**config.mk**
```make
export PLATFORM = sky130hd
export DESIGN_NAME = fib_bcd_converter
export DESIGN_NICKNAME = d
export VERILOG_FILES = /design/src/rtl/fib_bcd_converter.sv
export SDC_FILE = /design/constraint.sdc
export NUM_CORES = 1
export LEC_CHECK = 0
export CORE_MARGIN = 2
export CORE_UTILIZATION = 57
export DETAILED_ROUTE_END_ITERATION = 16
export DONT_BUFFER_PORTS = 1
export PLACE_DENSITY = 0.75
export SKIP_CTS_REPAIR_TIMING = 1
export SLEW_MARGIN = 20
export SYNTH_ARGS = -nofsm -noshare
export SYNTH_HDL_FRONTEND = slang
export SYNTH_SLANG_ARGS = --single-unit
```
**constraint.sdc**
```tcl
create_clock -name clk -period 1.99 [get_ports clk]
set_input_delay 0.398 -clock clk [delete_from_list [all_inputs] [get_ports clk]]
set_output_delay 0.398 -clock clk [all_outputs]
set_load 0.005 [all_outputs]
```
**src/rtl/fib_bcd_converter.sv**
```systemverilog
// Sequential double-dabble binary-to-BCD converter, one input bit per clock.
// Valid/ready handshake on both sides; reports the count of significant digits.
module fib_bcd_converter #(
  parameter int WIDTH  = 32,
  parameter int DIGITS = 10,
  parameter int CNTW   = 6
) (
  input  logic                  clk,
  input  logic                  rst,
  input  logic                  in_valid,
  output logic                  in_ready,
  input  logic [WIDTH-1:0]      in_bin,
  output logic                  out_valid,
  input  logic                  out_ready,
  output logic [4*DIGITS-1:0]   bcd,
  output logic [3:0]            ndigits
);

  typedef enum logic [1:0] {IDLE, SHIFT, DONE} state_t;

  state_t              state;
  logic [WIDTH-1:0]    shreg;
  logic [4*DIGITS-1:0] acc;
  logic [CNTW-1:0]     cnt;

  logic [4*DIGITS-1:0] acc_adj;
  logic [4*DIGITS-1:0] acc_nxt;
  logic [WIDTH-1:0]    sh_nxt;
  logic [3:0]          nd_nxt;

  assign in_ready = (state == IDLE);

  // One double-dabble step: add 3 to every digit >= 5, then shift {acc, shreg} left.
  always_comb begin
    acc_adj = acc;
    for (int unsigned i = 0; i < DIGITS; i++) begin
      if (acc[4*i +: 4] >= 4'd5)
        acc_adj[4*i +: 4] = acc[4*i +: 4] + 4'd3;
    end
    {acc_nxt, sh_nxt} = {acc_adj, shreg} << 1;
    nd_nxt = 4'd1;
    for (int unsigned i = 0; i < DIGITS; i++) begin
      if (acc_nxt[4*i +: 4] != 4'd0)
        nd_nxt = 4'(i + 1);
    end
  end

  always_ff @(posedge clk) begin
    if (rst) begin
      state     <= IDLE;
      out_valid <= 1'b0;
      bcd       <= '0;
      ndigits   <= '0;
      cnt       <= '0;
      shreg     <= '0;
      acc       <= '0;
    end else begin
      case (state)
        IDLE: begin
          if (in_valid) begin
            shreg <= in_bin;
            acc   <= '0;
            cnt   <= '0;
            state <= SHIFT;
          end
        end
        SHIFT: begin
          acc   <= acc_nxt;
          shreg <= sh_nxt;
          cnt   <= cnt + 1'b1;
          if (cnt == CNTW'(WIDTH - 1)) begin
            bcd       <= acc_nxt;
            ndigits   <= nd_nxt;
            out_valid <= 1'b1;
            state     <= DONE;
          end
        end
        DONE: begin
          if (out_ready) begin
            out_valid <= 1'b0;
            state     <= IDLE;
          end
        end
        default: begin
          state     <= IDLE;
          out_valid <= 1'b0;
        end
      endcase
    end
  end

endmodule
```
# After elaboration in Yosys (flattened, before gate mapping)
# Index checks and enable logic that the tools add are counted.
[op_classes]
add_sub_neg = 11
n_lt_le_gt_ge = 10
eq_ne = 6
n_mux = 32
bitwise_logic = 1
n_reduce_logical = 15
[op_table]
columns = ["operator", "count"]
rows = [
  ["$pmux W40 S2", 1],
  ["$mux W4", 17],
  ["$pmux W32 S2", 1],
  ["$ge A4 B3 Y1 const B", 10],
  ["$mux W40", 1],
  ["$add A4 B2 Y4 const B", 9],
  ["$reduce_bool A4 Y1", 9],
  ["$mux W32", 1],
  ["$pmux W6 S2", 1],
  ["$mux W2", 4],
  ["$add A6 B1 Y6 const B", 1],
  ["$eq A6 B5 Y1 const B", 1],
  ["$mux W6", 1],
  ["$ne A2 B2 Y1 const B", 3],
  ["$pmux W2 S3", 1],
  ["$reduce_and A3 Y1", 2],
  ["$reduce_and A2 Y1", 2],
  ["$add A3 B2 Y3 const B", 1],
  ["$mux W3", 1],
  ["$pmux W1 S3", 1],
  ["$eq A2 B1 Y1 const B", 1],
  ["$eq A2 B2 Y1 const B", 1],
  ["$logic_not A2 Y1", 1],
  ["$mux W1", 2],
  ["other kinds (2)", 2],
]
[word_totals]
regBits = 125
input_bits = 36
elab_cells = 82

# Logic depth before layout (Yosys ltp)
# Gate-level depths: netlist of run 1.
[depth]
word_depth = 12
depth_mapped = 9
mapped_depth_nobuf = 9

# Least setup slack after synthesis of run 1
# OpenSTA, ideal clock, no wires.
[synth_timing]
kind = "register to register"
start = "register acc[29]"
end = "register ndigits[0]"
t_arrival_ps = 2114
required_ps = 1932
slack_ps = -182
stages_incl_launch_ff = 10
synth_period_minus_slack_ps = 2172
cell_sequence = "dfxtp_1 > inv_1 > ha_1 > nand2b_2 > a21oi_4 > mux2i_1 > or4b_4 > or3_1 > a31o_1 > nand2_1"
[synth_between]
elab_chain_cells = 6
word_cells_on_any_way = 8
cone_classes = "add/sub: 1; order compare: 1; mux: 4; reduce/logical: 2"
[synth_rtl]
columns = ["element", "line_no", "rtl"]
rows = [
  ["start, declared", "23", "logic [4*DIGITS-1:0] acc;"],
  ["start signal, assigned", "68", "acc <= acc_nxt;"],
  ["$add A4 B2 Y4 / $ge A4 B3 Y1 (equally long branches)", "38, 37", ""],
  ["$mux W4 *", "37", "if (acc[4*i +: 4] >= 4'd5)"],
  ["$reduce_bool A4 Y1", "43", "if (acc_nxt[4*i +: 4] != 4'd0)"],
  ["$mux W4", "43", ""],
  ["$mux W4 * (2 in series)", "43", ""],
  ["end signal, assigned", "73", "ndigits <= nd_nxt;"],
  ["end, declared", "16", "output logic [3:0] ndigits"],
]
# Every way passes the cells marked *; elsewhere a longest branch is shown, timed or not.
# A chain may end at the register's enable or synchronous reset.

# Final worst setup path of run 1
[layout_timing]
start = "register acc[33]"
end = "register ndigits[1]"
[layout_between]
elab_chain_cells = 5
word_cells_on_any_way = 7
cone_classes = "add/sub: 1; order compare: 1; mux: 3; reduce/logical: 2"
[layout_rtl]
columns = ["element", "line_no"]
rows = [
  ["$add A4 B2 Y4 / $ge A4 B3 Y1 (equally long branches)", "38, 37"],
  ["$mux W4 *", "37"],
  ["$reduce_bool A4 Y1", "43"],
  ["$mux W4", "43"],
  ["$mux W4 *", "43"],
]
# Marked as above.

==> results.env, run 1 <==
RUN_STATUS='finished, violations left'
VIOLATIONS='negative hold slack, negative setup slack'
CTS_MAX_LEVEL=4
CTS_TREE='done'
WORST_R2R_PATH_DEPTH=8
ROOT_BUFFER='clkbuf_8'
HOLD_VIOL=17
YOSYS-TOP-CELLS-AREA='dfxtp_1, nor2_1, a21oi_1, nand2_1, ha_1'
GLOBAL_ROUTE_HOTTEST_LAYER='met2'
TRITONCTS.NUM_BUFFERS=17
FP.COREAREA_SQ_MM=0.0103
POSTSYNTHNETCOUNT=854
FINALSETUPTNS_NS=-0.358
FINCLKSKEW_NS=0.00668
COUNT_OF_ROUTING_VIOLATIONS_AFTER_THE_OPENING_DETAILED_ROUTE_ITERATION=489
DRT-VIAS-PER-INSTANCE=5.76
MAXIMUM_NUMBER_OF_PINS_ON_ONE_NET_BEFORE_GLOBAL_ROUTE_REPAIR=128
POWER_PER_CELL_AREA_mW_PER_MM2=809
FIN_NETS=928
POWER.IR.VDD_WORST_V=0.000632
TIMING.HOLD.WORST.START='rst'
INSERTEDDIODECOUNT=0
YOSYSUNIQUECELLTYPES=40
TIMING.HOLD.WORST.CLASS='primary input to flip-flop'
WIRE_LENGTH_OF_THE_FIRST_GLOBAL_ROUTING_PASS_MICRONS=24400
WORST_PATH_MAX_FANOUT=3
FF_LATCH_AREA_SQ_MM=0.00251
WORSTSETUPENDPOINTTYPE='flip-flop'
PLACEMENT.IO_BUFFERS=0
START_UTIL_PCT=58.6
YS_TOP_CELLS_BY_COUNT='nor2_1, dfxtp_1, a21oi_1'
WHS_NS=-0.0525
TIMING.REG2REG.SETUP_SLACK_NS=-0.17
SYNTH_SEQ_CELLS=125
NETLIST_INSTANCES=797
FMAX_GHz=0.462
TYPE_OF_THE_WORST_SETUP_PATH='flip-flop to flip-flop'
PLACE_CONGESTION=0.813
DP_WORST_SETUP_SLACK_NS=-0.183
CTS_SINKS=125
RESIDUAL_DRC=0
YS_SEQ_AREA_SHARE_PCT=41.6
P_LEAK_nW=3.14
DIE-AREA_SQ_MM=0.0114
MAX_STAGE_DELAY_NS=0.56
ASYNC_RESET_FF_SHARE_PCT=0
DIE_HEIGHT_MICRONS=107
LAYOUT.CORE_UTILIZATION_PCT=75.5
TIMING.FINAL.CRIT_SHARE_PCT=109
DP_CELLS=953
TIGHTESTPINTRANSITION_NS=0.573
NUMBER_OF_ITERATIONS_IN_THE_FIRST_DETAILED_ROUTING_PASS=5
GRT_UTIL_ALL_LAYERS_PCT=26.8
ROWS=37
TIMING.CRITICAL_PATH.REQUIRED_NS=2.45
GRT_ANTENNA_BEFORE_REPAIR=0
LAYOUT-AREA-OVERHEAD-VS-SYNTH_PCT=28.9
GLOBALROUTEOVERFLOWTOTAL=0
POST-ROUTE-MIN-PERIOD_NS=2.16
FILLERS=777
TIMING.CRITICAL_PATH.FROM_TYPE='flip-flop'
SETUP_WS_NS=-0.173
SYNTH_ENABLE_FLOP_CELLS=0
FINALWIRELENGTH_MICRONS=16000
DRT-WIRELENGTH-PER-CELL_MICRONS=15.7
MOST_COMMON_CELL_IN_THE_SYNTHESIZED_NETLIST='nor2_1'
MAX-CAP-VIOLATIONS=0
SYNTH_LARGEST_TYPE_AREA_FRACTION_PCT=41.6
SYNTH_FF_TYPE='dfxtp_1'
DIE_WIDTH_MICRONS=107
CLOCK_TRANSITION_AT_THE_REGISTER_CLOCK_PINS_ON_THE_WORST_SETUP_AND_HOLD_PATHS_AFTER_CTS_NS=0.06
CP_CELL_SEQUENCE='inv_4 > ha_4 > nand2b_4 > a21oi_4 > mux2i_1 > or4_4 > a311o_1 > a211oi_2'
CLK_LATENCY_NS=0.53
DESIGN.PORTCOUNT=82
NETLIST_AREA_SQ_MM=0.00602
MULTI_INPUT_COMB_AREA_SQ_MM=0.00346
STARTPOINT_OF_THE_LOWEST_SLACK_REGISTER_TO_REGISTER_PATH='acc[33]'
GRTUSAGEMET2_PCT=46.7
GRT_UTIL_MET3_PCT=8.15
VIAS=5864
POST-DP-HPWL_MICRONS=9660
DRIVE_GT1_SHARE_PCT=18.0
POSTROUTEANTENNANETS=0
USE_MET1_PCT=30.7
RSZ0062_AT_GRT='true'
REPORT.POWER.TOTAL_mW=6.27
HOLD_PATH_DEPTH=1
COUNT_OF_PINS_OVER_THEIR_SLEW_LIMIT=0
SYNTHESIS.AREA_PER_INSTANCE_SQ_UM=7.55
NETLIST.TOP_CELL.BY_AREA='dfxtp_1'
WORST_SLEW_MARGIN_REL_PCT=61.4
MIN_TO='acc[16]'
CLOCK_TREE.BUFFER_DEPTH=2
DETAILED_PLACE.AREA_SQ_MM=0.00663
FINAL_AREA_SQ_MM=0.00776
WORSTPATHARRIVAL_NS=2.62
CPMAXSTAGEDELAYCELL='or4_4'
NUMBER_OF_GLOBAL_ROUTE_VIAS_BEFORE_REPAIR=5373
R2R_END='ndigits[1]'
REPORT.FINAL.SETUP_VIOL=3
FIN_CELLS=1018
SYNTH.YOSYS.WARNINGS=0
## worst max-delay path: cells and delay by family, from the launching register on
family                   cells  cell delay, ns
buffers and inverters        1            0.05
flip-flops                   1            0.35
multiplexers                 1            0.12
AND/OR/NAND/NOR              2            0.70
AO/OA/AOI/OAI                3            0.70
adder cells (fa/ha/maj)      1            0.14
## area by class of cell
class | instances | area share (%)
timing repair buffer | 107 | 11.5
multi-input combinational | 598 | 44.6
sequential | 125 | 32.4
clock buffer | 24 | 6.45
clock inverter | 6 | 1.68
tap | 136 | 2.19
inverter | 22 | 1.13
## flip-flops by register name (all words and copies together) (netlist names)
name	count
acc	40
bcd	40
shreg	32
cnt	6
ndigits	4
state	2
out_valid	1
## cells in the final DEF, fill, tap and decap left out, drive strengths merged, types with 26 or more instances in the layout
master and instances:
buf 77, a21oi 94, dfxtp 125, nand2 74
nor2b 33, o21ai 26, nor3 52, dlygate4sd3 30
nor2 171, a22oi 27
## worst max path at each step
stage / from / end / slack [ns] / cells after the start
3_3_place_gp: acc[17] / ndigits[1] / -0.05 / 9
3_5_place_dp: acc[17] / ndigits[1] / -0.18 / 9
5_1_grt: acc[17] / ndigits[1] / -0.25 / 9
2_1_floorplan: acc[29] / ndigits[0] / -0.04 / 9
6_report: acc[33] / ndigits[1] / -0.17 / 8
4_1_cts: acc[17] / ndigits[1] / -0.20 / 9
## kinds of logic after synthesis
kind of cell             share of synthesized area, %
AO/OA/AOI/OAI                                    16.5
XOR/XNOR                                         1.46
adder cells (fa/ha/maj)                          4.37
buffers and inverters                            4.62
flip-flops                                       41.6
multiplexers                                     1.83
AND/OR/NAND/NOR                                  29.6
## where the power goes
group / internal, mW / total, mW / switching, mW
Clock: 2.22 / 3.28 / 1.06
Sequential: 2.57 / 2.60 / 0.0357
Combinational: 0.187 / 0.391 / 0.204
## routing by layer
layer / vias up / wire (microns) / share of wire, %
met2: 183 / 8170 / 51
met1: 2808 / 6520 / 41
met4: 0 / 341 / 2.1
met5: - / 0 / 0
met3: 35 / 984 / 6.1
li1: 2838 / - / -
No activity file was read; power rests on OpenSTA's default activity.
==> run 2, diff against run 1 <==
CORE_MARGIN = 10   (was 2)
CORE_UTILIZATION = 68   (was 57)
PLACE_DENSITY = 0.84   (was 0.75)
clock period = 2.7 ns   (was 1.99 ns; I/O delays follow)
==> run 2 against run 1 <==
The run now ends clean. Combinational power decreased by 45%. Sequential share of layout area increased by 5.3 points. Die area increased by 14%. Wire length decreased by 8.9%. Worst setup slack improved by 0.44 ns. Cell count decreased by 12%. Flip-flop and latch count unchanged. Cell area decreased by 14%. Register-to-register slack improved by 0.44 ns. Via count decreased by 8.5%.
==> results.env, run 2 (same netlist as run 1, synthesis figures left out) <==
FIN_NETS=830  # -11%
TIMING.CRITICAL_PATH.REQUIRED_NS=3.15  # +0.70 ns
TIMING.REG2REG.SETUP_SLACK_NS=0.26  # +0.44 ns
CRIT_PATH_START='acc[17]'
DP_WORST_SETUP_SLACK_NS=0.361  # +0.543 ns
WORSTSETUPENDPOINTTYPE='flip-flop'
SETUP_WS_NS=0.263  # +0.436 ns
HOLD_VIOL=0  # -17
POWER_PER_CELL_AREA_mW_PER_MM2=665  # -18%
CLOCK_TREE.BUFFER_DEPTH=2  # unchanged
NUMBER_OF_ITERATIONS_IN_THE_FIRST_DETAILED_ROUTING_PASS=6  # +1
VIAS=5364  # -8.5%
CTS_TREE='done'
CTS_MAX_LEVEL=4  # unchanged
CTS_SINKS=125  # unchanged
RSZ0062_AT_GRT='false'
DP_CELLS=862  # -9.5%
WORST_SLEW_MARGIN_REL_PCT=40.3  # -21 points
POST-DP-HPWL_MICRONS=9170  # -5.1%
TIGHTESTPINTRANSITION_NS=0.896  # +0.323 ns
WIRE_LENGTH_OF_THE_FIRST_GLOBAL_ROUTING_PASS_MICRONS=24500  # +0.20%
ROOT_BUFFER='clkbuf_8'
TIMING.CRITICAL_PATH.FROM_TYPE='flip-flop'
P_LEAK_nW=2.52  # -19%
FINALWIRELENGTH_MICRONS=14600  # -8.9%
MAXIMUM_NUMBER_OF_PINS_ON_ONE_NET_BEFORE_GLOBAL_ROUTE_REPAIR=128  # unchanged
LAYOUT-AREA-OVERHEAD-VS-SYNTH_PCT=10.3
CP-ENDPOINT='ndigits[1]'
INSERTEDDIODECOUNT=0  # unchanged
DRIVE_GT1_SHARE_PCT=6.75  # -11 points
RESIDUAL_DRC=0  # unchanged
POST-ROUTE-MIN-PERIOD_NS=2.44  # +0.274 ns
P_CLK_SHARE_PCT=51.7  # -0.6 points
COUNT_OF_PINS_OVER_THEIR_SLEW_LIMIT=0  # unchanged
DRT-WIRELENGTH-PER-CELL_MICRONS=16.3  # +3.9%
WORST_R2R_PATH_DEPTH=9  # +1
PWR-SHARE-COMB_PCT=4.9  # -1.3 points
DESIGN.PORTCOUNT=82  # unchanged
POSTROUTEANTENNANETS=0  # unchanged
GRT_UTIL_ALL_LAYERS_PCT=22.6  # -4.2 points
REPORT.FINAL.SETUP_VIOL=0  # -3
PLACEMENT.IO_BUFFERS=0  # unchanged
WORSTPATHARRIVAL_NS=2.89  # +0.27 ns
TIMING.HOLD.WORST.CLASS='primary input to flip-flop'
SWITCHINGPOWER_mW=1.01  # -23%
LARGESTREGISTERS='acc: 40 flops, bcd: 40 flops, shreg: 32 flops'
FINALSETUPTNS_NS=0  # +0.358 ns
WORST_PATH_MAX_FANOUT=5  # +2
GLOBALROUTEOVERFLOWTOTAL=0  # unchanged
FP.COREAREA_SQ_MM=0.00868  # -16%
DIE_HEIGHT_MICRONS=114  # +6.9%
DIE-AREA_SQ_MM=0.0130  # +14%
FMAX_GHz=0.410  # -11%
INTERNAL_POWER_mW=3.41  # -31%
REPORT.POWER.TOTAL_mW=4.41  # -30%
NUMBER_OF_GLOBAL_ROUTE_VIAS_BEFORE_REPAIR=5054  # -5.9%
FINCLKSKEW_NS=0.0107  # +0.00397 ns
POWER.IR.VDD_WORST_V=0.000602  # -4.8%
WHS_NS=0.0917  # +0.144 ns
RUN_STATUS='finished, final reports clean'
DRT-VIAS-PER-INSTANCE=6.01  # +4.3%
POWER.SHARE.SWITCHING_PCT=22.8  # +2.0 points
TIMING.FINAL.CRIT_SHARE_PCT=90.3  # -18 points
TYPE_OF_THE_WORST_SETUP_PATH='flip-flop to flip-flop'
START_UTIL_PCT=69.3  # +11 points
FIN_CELLS=893  # -12%
R2R_END='ndigits[1]'
COUNT_OF_ROUTING_VIOLATIONS_AFTER_THE_OPENING_DETAILED_ROUTE_ITERATION=551  # +13%
POWER.SHARE.SEQUENTIAL_PCT=43.5  # +2.0 points
TRITONCTS.NUM_BUFFERS=17  # unchanged
MOSTFREQUENTLAYOUTCELL='nor2_1'
LAYOUT.CORE_UTILIZATION_PCT=76.5  # +0.97 points
GRT_ANTENNA_BEFORE_REPAIR=0  # unchanged
CLK_LATENCY_NS=0.53  # about the same
MAX-CAP-VIOLATIONS=0  # unchanged
DIE_WIDTH_MICRONS=114  # +6.9%
ROWS=34  # -8.1%
DETAILED_PLACE.AREA_SQ_MM=0.00604  # -8.8%
PLACE_CONGESTION=0.862  # +5.9%
FINAL_AREA_SQ_MM=0.00664  # -14%
CLOCK_TRANSITION_AT_THE_REGISTER_CLOCK_PINS_ON_THE_WORST_SETUP_AND_HOLD_PATHS_AFTER_CTS_NS=0.06  # about the same
STARTPOINT_OF_THE_LOWEST_SLACK_REGISTER_TO_REGISTER_PATH='acc[17]'
MOST-COMMON-LAYOUT-CELLS='nor2_1, dfxtp_1, a21oi_1'
-- run 2: changes by cell type in the layout (fill, tap and decap cells not counted), moves of 5 or more --
cell and change:
dfxtp_1 +7, buf_4 -66, clkbuf_8 -5, ha_2 -5, a21oi_1 +5, ha_1 +9
dfxtp_2 -6, dlygate4sd3_1 -30
-- run 2: worst max-delay path, cell delays in order (launching register included) --
cell,delay [ns]
dfxtp_1,0.32
inv_1,0.10
ha_1,0.26
nand2b_1,0.12
a21oi_2,0.21
xnor2_1,0.14
nor4_2,0.44
o211ai_1,0.18
a311o_1,0.39
a211oi_2,0.20
-- run 2: worst min path at each step --
stage	endpoint	slack (ns)	start	cells past startpoint
floorplan	shreg[30]	0.44	shreg[30]	2
global placement	shreg[30]	0.45	shreg[30]	2
detailed placement	shreg[30]	0.46	shreg[30]	2
CTS	shreg[30]	0.08	rst	1
global route	shreg[30]	0.07	rst	1
finish	shreg[13]	0.09	rst	1
-- run 2: layout make-up --
class	instances	area (sq um)
inverters	22	82.6
clock buffers	19	432
well taps	108	135
multi-input cells	598	3250
repair buffers	9	67.6
flip-flops and latches	125	2500
clock inverters	12	164
fillers	623	2040
-- run 2: routing by layer --
metal / up-vias / routed length (microns) / track usage, %
li1: 2645 / - / -
met1: 2499 / 5960 / 26.5
met2: 187 / 7040 / 37.3
met3: 33 / 1340 / 8.07
met4: 0 / 252 / 7.69
met5: - / 0 / 0
-- run 2: power groups by stage --
stage	registers (mW)	clock network [mW]	logic, mW
final	1.92	2.28	0.214
after global routing	1.92	2.38	0.247
after CTS	1.92	2.30	0.214
after detailed placement	1.96	0	0.211
after global placement	1.96	0	0.203
after floorplan	1.95	0	0.206
